**config.mk**
```make
export PLATFORM = sky130hd
export DESIGN_NAME = noc_arq_rr_arbiter
export DESIGN_NICKNAME = d
export VERILOG_FILES = /design/src/rtl/noc_arq_rr_arbiter.sv
export SDC_FILE = /design/constraint.sdc
export NUM_CORES = 1
export LEC_CHECK = 0
export CAP_MARGIN = 20
export CORE_ASPECT_RATIO = 2
export CORE_UTILIZATION = 39
export DETAILED_ROUTE_END_ITERATION = 12
export GPL_TIMING_DRIVEN = 1
export PLACE_DENSITY_LB_ADDON = 0.12
export SLEW_MARGIN = 20
export SYNTH_ARGS = -nofsm -noshare
export SYNTH_HDL_FRONTEND = slang
export SYNTH_SLANG_ARGS = --single-unit
```
**constraint.sdc**
```tcl
create_clock -name clk_i -period 4.1 [get_ports clk_i]
set_input_delay 0.82 -clock clk_i [delete_from_list [all_inputs] [get_ports clk_i]]
set_output_delay 0.82 -clock clk_i [all_outputs]
set_load 0.1 [all_outputs]
```
**src/rtl/noc_arq_rr_arbiter.sv**
```systemverilog
// Round-robin NoC flit arbiter with burst lock and a one-entry registered output stage.
// Optional macro NOC_ARQ_ARB_ACK_PRIO_EN gives requester 0 (ACK path) fixed priority at packet boundaries.
module noc_arq_rr_arbiter #(
  parameter int NOC_HEADER_SIZE  = 8,
  parameter int NOC_PAYLOAD_SIZE = 16,
  parameter int NUM_REQ          = 4
) (
  input  logic                            clk_i,
  input  logic                            reset_i,
  input  logic [NUM_REQ-1:0]              req_wrreq_i,
  input  logic [NUM_REQ*NOC_HEADER_SIZE-1:0]  req_header_i,
  input  logic [NUM_REQ*NOC_PAYLOAD_SIZE-1:0] req_payload_i,
  output logic [NUM_REQ-1:0]              req_stall_o,
  output logic [NUM_REQ-1:0]              grant_o,
  output logic                            wrreq_o,
  output logic [NOC_HEADER_SIZE-1:0]      header_o,
  output logic [NOC_PAYLOAD_SIZE-1:0]     payload_o,
  input  logic                            stall_i
);

  localparam int PW = (NUM_REQ > 2) ? $clog2(NUM_REQ) : 1;

  typedef enum logic [0:0] {
    IDLE = 1'b0,
    LOCK = 1'b1
  } state_e;

  state_e                      state_q, state_d;
  logic [PW-1:0]               rr_ptr_q, rr_ptr_d;
  logic [PW-1:0]               owner_q, owner_d;
  logic                        wrreq_q, wrreq_d;
  logic [NOC_HEADER_SIZE-1:0]  header_q, header_d;
  logic [NOC_PAYLOAD_SIZE-1:0] payload_q, payload_d;

  logic                        free_s;
  logic                        win_found_s;
  logic [PW-1:0]               win_idx_s;
  logic                        sel_valid_s;
  logic [PW-1:0]               sel_idx_s;
  logic [NOC_HEADER_SIZE-1:0]  sel_header_s;
  logic [NOC_PAYLOAD_SIZE-1:0] sel_payload_s;
  logic                        accept_s;
  logic                        burst_s;
  logic [NUM_REQ-1:0]          grant_s;
  logic [NUM_REQ-1:0]          stall_s;

  function automatic logic [PW-1:0] ptr_inc(input logic [PW-1:0] p);
    if (int'(p) == NUM_REQ - 1) begin
      return {PW{1'b0}};
    end else begin
      return p + PW'(1);
    end
  endfunction

  // Returns {found, index} of the first requester at or after ptr, wrapping.
  function automatic logic [PW:0] rr_pick(input logic [NUM_REQ-1:0] req, input logic [PW-1:0] ptr);
    logic [PW:0] res;
    int          idx;
    res = {1'b0, ptr};
    for (int i = 0; i < NUM_REQ; i++) begin
      idx = int'(ptr) + i;
      if (idx >= NUM_REQ) begin
        idx = idx - NUM_REQ;
      end else begin
        idx = idx;
      end
      if (!res[PW] && req[idx]) begin
        res = {1'b1, PW'(idx)};
      end else begin
        res = res;
      end
    end
    return res;
  endfunction

  assign free_s = !wrreq_q || !stall_i;

  always_comb begin
    win_found_s = 1'b0;
    win_idx_s   = rr_ptr_q;
`ifdef NOC_ARQ_ARB_ACK_PRIO_EN
    if (req_wrreq_i[0]) begin
      {win_found_s, win_idx_s} = {1'b1, {PW{1'b0}}};
    end else begin
      {win_found_s, win_idx_s} = rr_pick(req_wrreq_i, rr_ptr_q);
    end
`else
    {win_found_s, win_idx_s} = rr_pick(req_wrreq_i, rr_ptr_q);
`endif
  end

  always_comb begin
    if (state_q == LOCK) begin
      sel_idx_s   = owner_q;
      sel_valid_s = req_wrreq_i[owner_q];
    end else begin
      sel_idx_s   = win_idx_s;
      sel_valid_s = win_found_s;
    end
    sel_header_s  = req_header_i[int'(sel_idx_s)*NOC_HEADER_SIZE +: NOC_HEADER_SIZE];
    sel_payload_s = req_payload_i[int'(sel_idx_s)*NOC_PAYLOAD_SIZE +: NOC_PAYLOAD_SIZE];
    accept_s      = sel_valid_s && free_s && !reset_i;
    burst_s       = sel_header_s[NOC_HEADER_SIZE-1];
  end

  // Owner stays granted through a paused burst; idle grant only follows a live request.
  always_comb begin
    grant_s = {NUM_REQ{1'b0}};
    stall_s = {NUM_REQ{1'b1}};
    if (reset_i) begin
      grant_s = {NUM_REQ{1'b0}};
    end else if (state_q == LOCK) begin
      grant_s[owner_q] = 1'b1;
      stall_s[owner_q] = !free_s;
    end else if (win_found_s) begin
      grant_s[win_idx_s] = 1'b1;
      stall_s[win_idx_s] = !free_s;
    end else begin
      grant_s = {NUM_REQ{1'b0}};
    end
  end

  always_comb begin
    state_d   = state_q;
    rr_ptr_d  = rr_ptr_q;
    owner_d   = owner_q;
    wrreq_d   = wrreq_q;
    header_d  = header_q;
    payload_d = payload_q;
    case (state_q)
      IDLE: begin
        if (accept_s && burst_s) begin
          state_d = LOCK;
        end else begin
          state_d = IDLE;
        end
      end
      LOCK: begin
        if (accept_s && !burst_s) begin
          state_d = IDLE;
        end else begin
          state_d = LOCK;
        end
      end
      default: state_d = IDLE;
    endcase
    if (accept_s) begin
      owner_d   = sel_idx_s;
      wrreq_d   = 1'b1;
      header_d  = sel_header_s;
      payload_d = sel_payload_s;
      if (!burst_s) begin
        rr_ptr_d = ptr_inc(sel_idx_s);
      end else begin
        rr_ptr_d = rr_ptr_q;
      end
    end else if (free_s) begin
      wrreq_d = 1'b0;
    end else begin
      wrreq_d = wrreq_q;
    end
  end

  always_ff @(posedge clk_i) begin
    if (reset_i) begin
      state_q   <= IDLE;
      rr_ptr_q  <= {PW{1'b0}};
      owner_q   <= {PW{1'b0}};
      wrreq_q   <= 1'b0;
      header_q  <= {NOC_HEADER_SIZE{1'b0}};
      payload_q <= {NOC_PAYLOAD_SIZE{1'b0}};
    end else begin
      state_q   <= state_d;
      rr_ptr_q  <= rr_ptr_d;
      owner_q   <= owner_d;
      wrreq_q   <= wrreq_d;
      header_q  <= header_d;
      payload_q <= payload_d;
    end
  end

  assign grant_o     = grant_s;
  assign req_stall_o = stall_s;
  assign wrreq_o     = wrreq_q;
  assign header_o    = header_q;
  assign payload_o   = payload_q;

endmodule

```
# Word-level counts from Yosys, hierarchy flattened
# Cells that the tools add are included.
dict set report totals {
  regBits 30
  in_bits 103
  out_inout_bits 33
  wordCells 95
}
dict set report classes {
  magnitude_cmp 12
  n_reduce_logical 20
  bitwise 6
  n_eq_ne 1
  muxes 40
  shifts 2
  addsub 8
}
# cell count
set ops {}
lappend ops {{32-bit by 4-bit less-than comparator with 1-bit output, second input constant} 4}
lappend ops {{32-bit two-way mux} 4}
lappend ops {{64-bit by 7-bit variable part select with 16-bit output} 1}
lappend ops {{32-bit by 6-bit variable part select with 8-bit output} 1}
lappend ops {{4-bit two-way mux} 6}
lappend ops {{1-bit two-way mux} 16}
lappend ops {{3-bit two-way mux} 4}
lappend ops {{3-bit by 3-bit subtractor with 4-bit output, second input constant} 3}
lappend ops {{1-bit binary-select mux with 2-bit select} 5}
lappend ops {{3-bit >= comparator, second input constant} 3}
lappend ops {{1-bit logical AND} 9}
lappend ops {{1-bit zero test} 8}
lappend ops {{4-bit inverter} 2}
lappend ops {{4-bit OR} 2}
lappend ops {{2-bit by 2-bit adder with 3-bit output, second input constant} 2}
lappend ops {{2-bit by 3-bit less-than comparator with 1-bit output, second input constant} 2}
lappend ops {{1-bit demux with 2-bit select} 2}
lappend ops {{2-bit by 1-bit >= comparator with 1-bit output, second input constant} 2}
lappend ops {{2-bit two-way mux} 2}
lappend ops {{2-bit by 3-bit subtractor with 4-bit output, second input constant} 1}
lappend ops {{2-bit by 1-bit adder with 3-bit output, second input constant} 1}
lappend ops {{2-bit by 3-bit >= comparator with 1-bit output, second input constant} 1}
lappend ops {{2-bit by 1-bit adder with 2-bit output, second input constant} 1}
lappend ops {{2-bit by 1-bit equality test with 1-bit output, second input constant} 1}
lappend ops {{5 further kinds} 6}

# Logic depth before layout (Yosys ltp)
dict set report logic_depth {
  word_depth 24
  depth_mapped 9
  ltp_nobuf 7
}

# Worst setup path before layout
# OpenSTA, ideal clock, no wires.
dict set report synth_timing {
  path_kind {input to output}
  start {input req_wrreq_i[0]}
  end {output grant_o[1]}
  t_required_ps 3280
  cell_stages 6
  n_path_buf 2
  t_arrival_ps 3065
  slack_ps 215
  cell_sequence {nor3b_2 nor3_1 o41a_1 buf_6 buf_2 nor2_1}
}
dict set report synth_between {
  elab_chain_cells 20
  elab_cells_between_ends 30
  cone_classes {order compare (2); mux (21); reduce/logical (7)}
}
# element line
set synth_rtl {}
lappend synth_rtl {{start, declared} 10} ;# input logic [NUM_REQ-1:0] req_wrreq_i,
lappend synth_rtl {{1-bit binary-select mux with 2-bit select} 67} ;# if (!res[PW] && req[idx]) begin
lappend synth_rtl {{1-bit two-way mux (implied by the code) (2 in a row)} 67}
lappend synth_rtl {{3-bit two-way mux} 67}
lappend synth_rtl {{1-bit zero test} 67}
lappend synth_rtl {{1-bit logical AND} 67}
lappend synth_rtl {{3-bit two-way mux} 67}
lappend synth_rtl {{1-bit zero test} 67}
lappend synth_rtl {{1-bit logical AND} 67}
lappend synth_rtl {{[... 3 more ...]} --}
lappend synth_rtl {{3-bit two-way mux (*)} 67}
lappend synth_rtl {{2-bit by 3-bit less-than comparator with 1-bit output (implied by the code) / 2-bit by 1-bit >= comparator with 1-bit output (equally long branches)} 116} ;# grant_s[win_idx_s] = 1'b1;
lappend synth_rtl {{1-bit logical AND (implied by the code)} 116}
lappend synth_rtl {{1-bit two-way mux (implied by the code)} 116}
lappend synth_rtl {{1-bit demux with 2-bit select} 116}
lappend synth_rtl {{4-bit two-way mux (*)} 115} ;# end else if (win_found_s) begin
lappend synth_rtl {{4-bit two-way mux (*)} 112} ;# end else if (state_q == LOCK) begin
lappend synth_rtl {{4-bit two-way mux (*)} 110} ;# if (reset_i) begin
lappend synth_rtl {{end, declared} 14} ;# output logic [NUM_REQ-1:0] grant_o,
# Mark *: on every way between the ends. The rest lies on a longest branch, timed or not. The select of a mux whose other input is x is not followed.

# Worst setup path in the final report
dict set report layout_timing {
  start {input req_wrreq_i[3]}
  end {output grant_o[1]}
}
# Same word-level chain as after synthesis.

==> summary.md <==
| Metric | Value |
|---|---|
| Clock transition at path regs | `0.07 ns` |
| Post-synth top area cell | `dfxtp_1` |
| Total GRT Usage | `27.29%` |
| Final slew viol count | `0` |
| Vias in the first global route | `2360` |
| # Max-Cap Violations | `0` |
| WL/cell | `15.17 um` |
| Clock root buffer | `clkbuf_8` |
| Element type at the critical path start | `input pin` |
| Clock latency at the later pin of the worst-skew pair | `0.28 ns` |
| Die Y-Extent | `103.2 um` |
| Multi-input logic area | `approximately 0.0013 sq mm` |
| CTS Buf Count | `5` |
| Max H-tree Level | `2` |
| Req. time, crit path | `around 3.3 ns` |
| Seq cells post-synth | `29` |
| XOR/XNOR share of the synthesized area | `0%` |
| Routability cong. | `a little under 0.9` |
| Total gr overflow | `0` |
| CORE AREA | `0.004910 sq mm` |
| Share of Yosys cell area claimed by the top area cell type | `29.07%` |
| Synth Area in Compound Gates | `between 20% and 30%` |
| Clk sinks | `29` |
| Post-CTS Resized | `0` |
| Syn Area/Cell | `6.910 sq um` |
| Syn-to-layout area delta | `75.19%` |
| Peak supply drop | `0.6008 mV` |
| Synth area leaders | `dfxtp_1 (29%), nand2_1 (19%), a21oi_1 (13%)` |
| Post-synthesis async set-or-reset flop share | `0%` |
| Slew @ Worst Pin | `around 1.0 ns` |
| Slew HR | `between 30 and 40%` |
| Register area | `580.6 sq um` |
| Net Count, Synth | `393` |
| YS warnings | `0` |
| Fillers | `393` |
| Leakage | `between 1.5 and 2 nW` |
| Pwr Density | `784.5 mW/mm^2` |
| Number of I/O pins | `between 100 and 150` |
| Placed wire-length estimate | `between 5000 and 6000 um` |
| Initial Util | `40.67%` |
| Largest net degree at the start of global routing | `48` |
| Horiz. Die Dim | `52.60 um` |
| Top cells by count, synth | `nand2_1 (102), a21oi_1 (50), dfxtp_1 (29)` |
| Die ar. | `around 0.0054 sq mm` |
| Peak Freq | `276.6 MHz` |
| Synth Instances | `~290` |
| DRC violation count after routing | `0` |
| Post-DP Area | `between 0.003 and 0.004 sq mm` |
| Post-Synth Simple-Gate Area | `29.76%` |
| Synth Area in Adders | `0.6266%` |
| Setup TNS Final | `0 ns` |
| Crit-path max FO | `9` |
| CTS Buffer Depth | `2` |
| Register area share after synthesis | `29.07%` |
| Post-DRT Antenna Nets | `0` |
| Critical path class | `input pin to output pin` |
| Worst Setup End Kind | `output pin` |
| Distinct cells, synth | `38` |
| Ratio of cells with drive above 1 in the final layout | `7.933%` |
| Final Critical Period | `3.616 ns` |
| Initial antenna violation count | `0` |
| WL final | `7177 um` |
| Status | `finished clean` |
| Via Count | `2486` |
| Critical path arrival | `2.80 ns` |
| I/O Buffers | `135` |
| Initial detailed-routing violation count | `45` |
| Final setup viols | `0` |
| Worst setup path start | `req_wrreq_i[3]` |
| Area of the mapped netlist | `0.001997 sq mm` |
| Unrepaired setup endpoints after global routing | `false` |
| Design area | `0.003498 sq mm` |
| Vias/cell | `5.256` |
| Reg2reg start | `rr_ptr_q[0]` |
| Diodes inserted | `0` |
| Final worst-path cycle share | `88.19%` |
| Global-route wire length before repair | `10830 um` |
| Final Hold Viols | `0` |
| Hold Path Class | `flip-flop to flip-flop` |
| Post-CTS Setup Inserts | `0` |
| Number of synthesized flops with an enable pin | `0` |
| Clk_skew | `~0.0047 ns` |
| CTS tree | `built` |
| Hold Startpoint | `header_o[0]` |
| Synth Flop Type | `dfxtp_1` |
| Layout net count | `520` |
| Pre-Repair DR Iteration Count | `4` |
| Combinational family with the most area after synthesis | `simple AND/OR/NAND/NOR gates` |
| Proportion of synthesized area in mux cells | `3.383%` |
| Most frequent cell after synthesis | `nand2_1` |
| Hold_buf cts | `0` |
| Rows | `36` |
placed cells by master, fill, tap and decap left out, types with 2 or more instances in the layout:
master | synthesis | final
mux2_1 | 2 | 2
nand2b_1 | 8 | 8
nor2_1 | 16 | 15
dfxtp_1 | 29 | 29
o21ai_0 | 2 | 2
inv_1 | 5 | 5
a21oi_1 | 50 | 50
nor2b_1 | 3 | 3
clkdlybuf4s50_1 | 0 | 127
a211o_1 | 23 | 23
mux2_2 | 2 | 2
nor3_1 | 3 | 3
nand2_1 | 102 | 102
buf_4 | 1 | 6
buf_12 | 0 | 8
clkbuf_8 | 0 | 6
nand3b_1 | 2 | 2
stage by stage:
step / std cells / utilization (%) / power [mW] / setup WS (ns) / hold slack [ns]
after floorplan: 289 / - / 2.022 / 0.2149 / 0.4914
after global placement: 466 / 69.50 / 2.491 / 0.5066 / 0.4437
after detailed placement: 466 / 69.50 / 2.511 / 0.4813 / 0.4484
after CTS: 473 / 71.25 / 2.760 / 0.4785 / 0.4637
after global routing: 473 / 71.25 / 2.891 / 0.3952 / 0.4765
final: 473 / 71.25 / 2.745 / 0.4843 / 0.4604
metal layers:
layer	global-route usage (%)	wire, um
met1	26.30	2516
met2	49.76	3902
met3	4.971	282
met4	19.03	476
met5	0	0
area by class of cell:
| type | instances | share of cell area, % |
|---|---|---|
| multi-input cells | 233 | 35.91 |
| clock buffers | 7 | 2.468 |
| inverters | 6 | 0.7868 |
| flip-flops and latches | 29 | 16.60 |
| repair buffers | 141 | 42.20 |
| well taps | 57 | 2.039 |
report_power, final:
part / leakage (nW) / internal (mW) / switching, mW
clock: 0.0443 / 0.133 / 0.109
sequential: 0.241 / 0.401 / 0.0818
combinational: 1.27 / 0.602 / 1.42
worst max-delay path, cell delays in order:
cell	delay, ns
clkdlybuf4s50_1	0.52
or3_1	0.39
a311o_1	0.45
nand2b_1	0.22
nor2_1	0.18
buf_12	0.20
worst paths after layout:
check | slack (ns) | cells past startpoint | to
setup reg to reg | 1.57 | 8 | rr_ptr_q[0]
hold / removal | 0.46 | 1 | header_o[0]
hold reg to reg | 0.46 | 1 | header_o[0]
setup / recovery | 0.48 | 6 | grant_o[1]
cell families (layout without fill, tap and decap cells):
group | count (synthesis) | count (layout)
and+or+nand+nor | 140 | 140
buffers and inverters | 27 | 154
AOI/OAI and AO/OA | 87 | 87
muxes | 5 | 5
adders and majority gates | 1 | 1
DFF | 29 | 29
sequential cells by signal, indices dropped and copies added, names as in the netlist, named ones only:
register / cells
header_o: 7
owner_q: 2
payload_o: 16
rr_ptr_q: 2
wrreq_o: 1
Power figures use the tool's default switching activity.
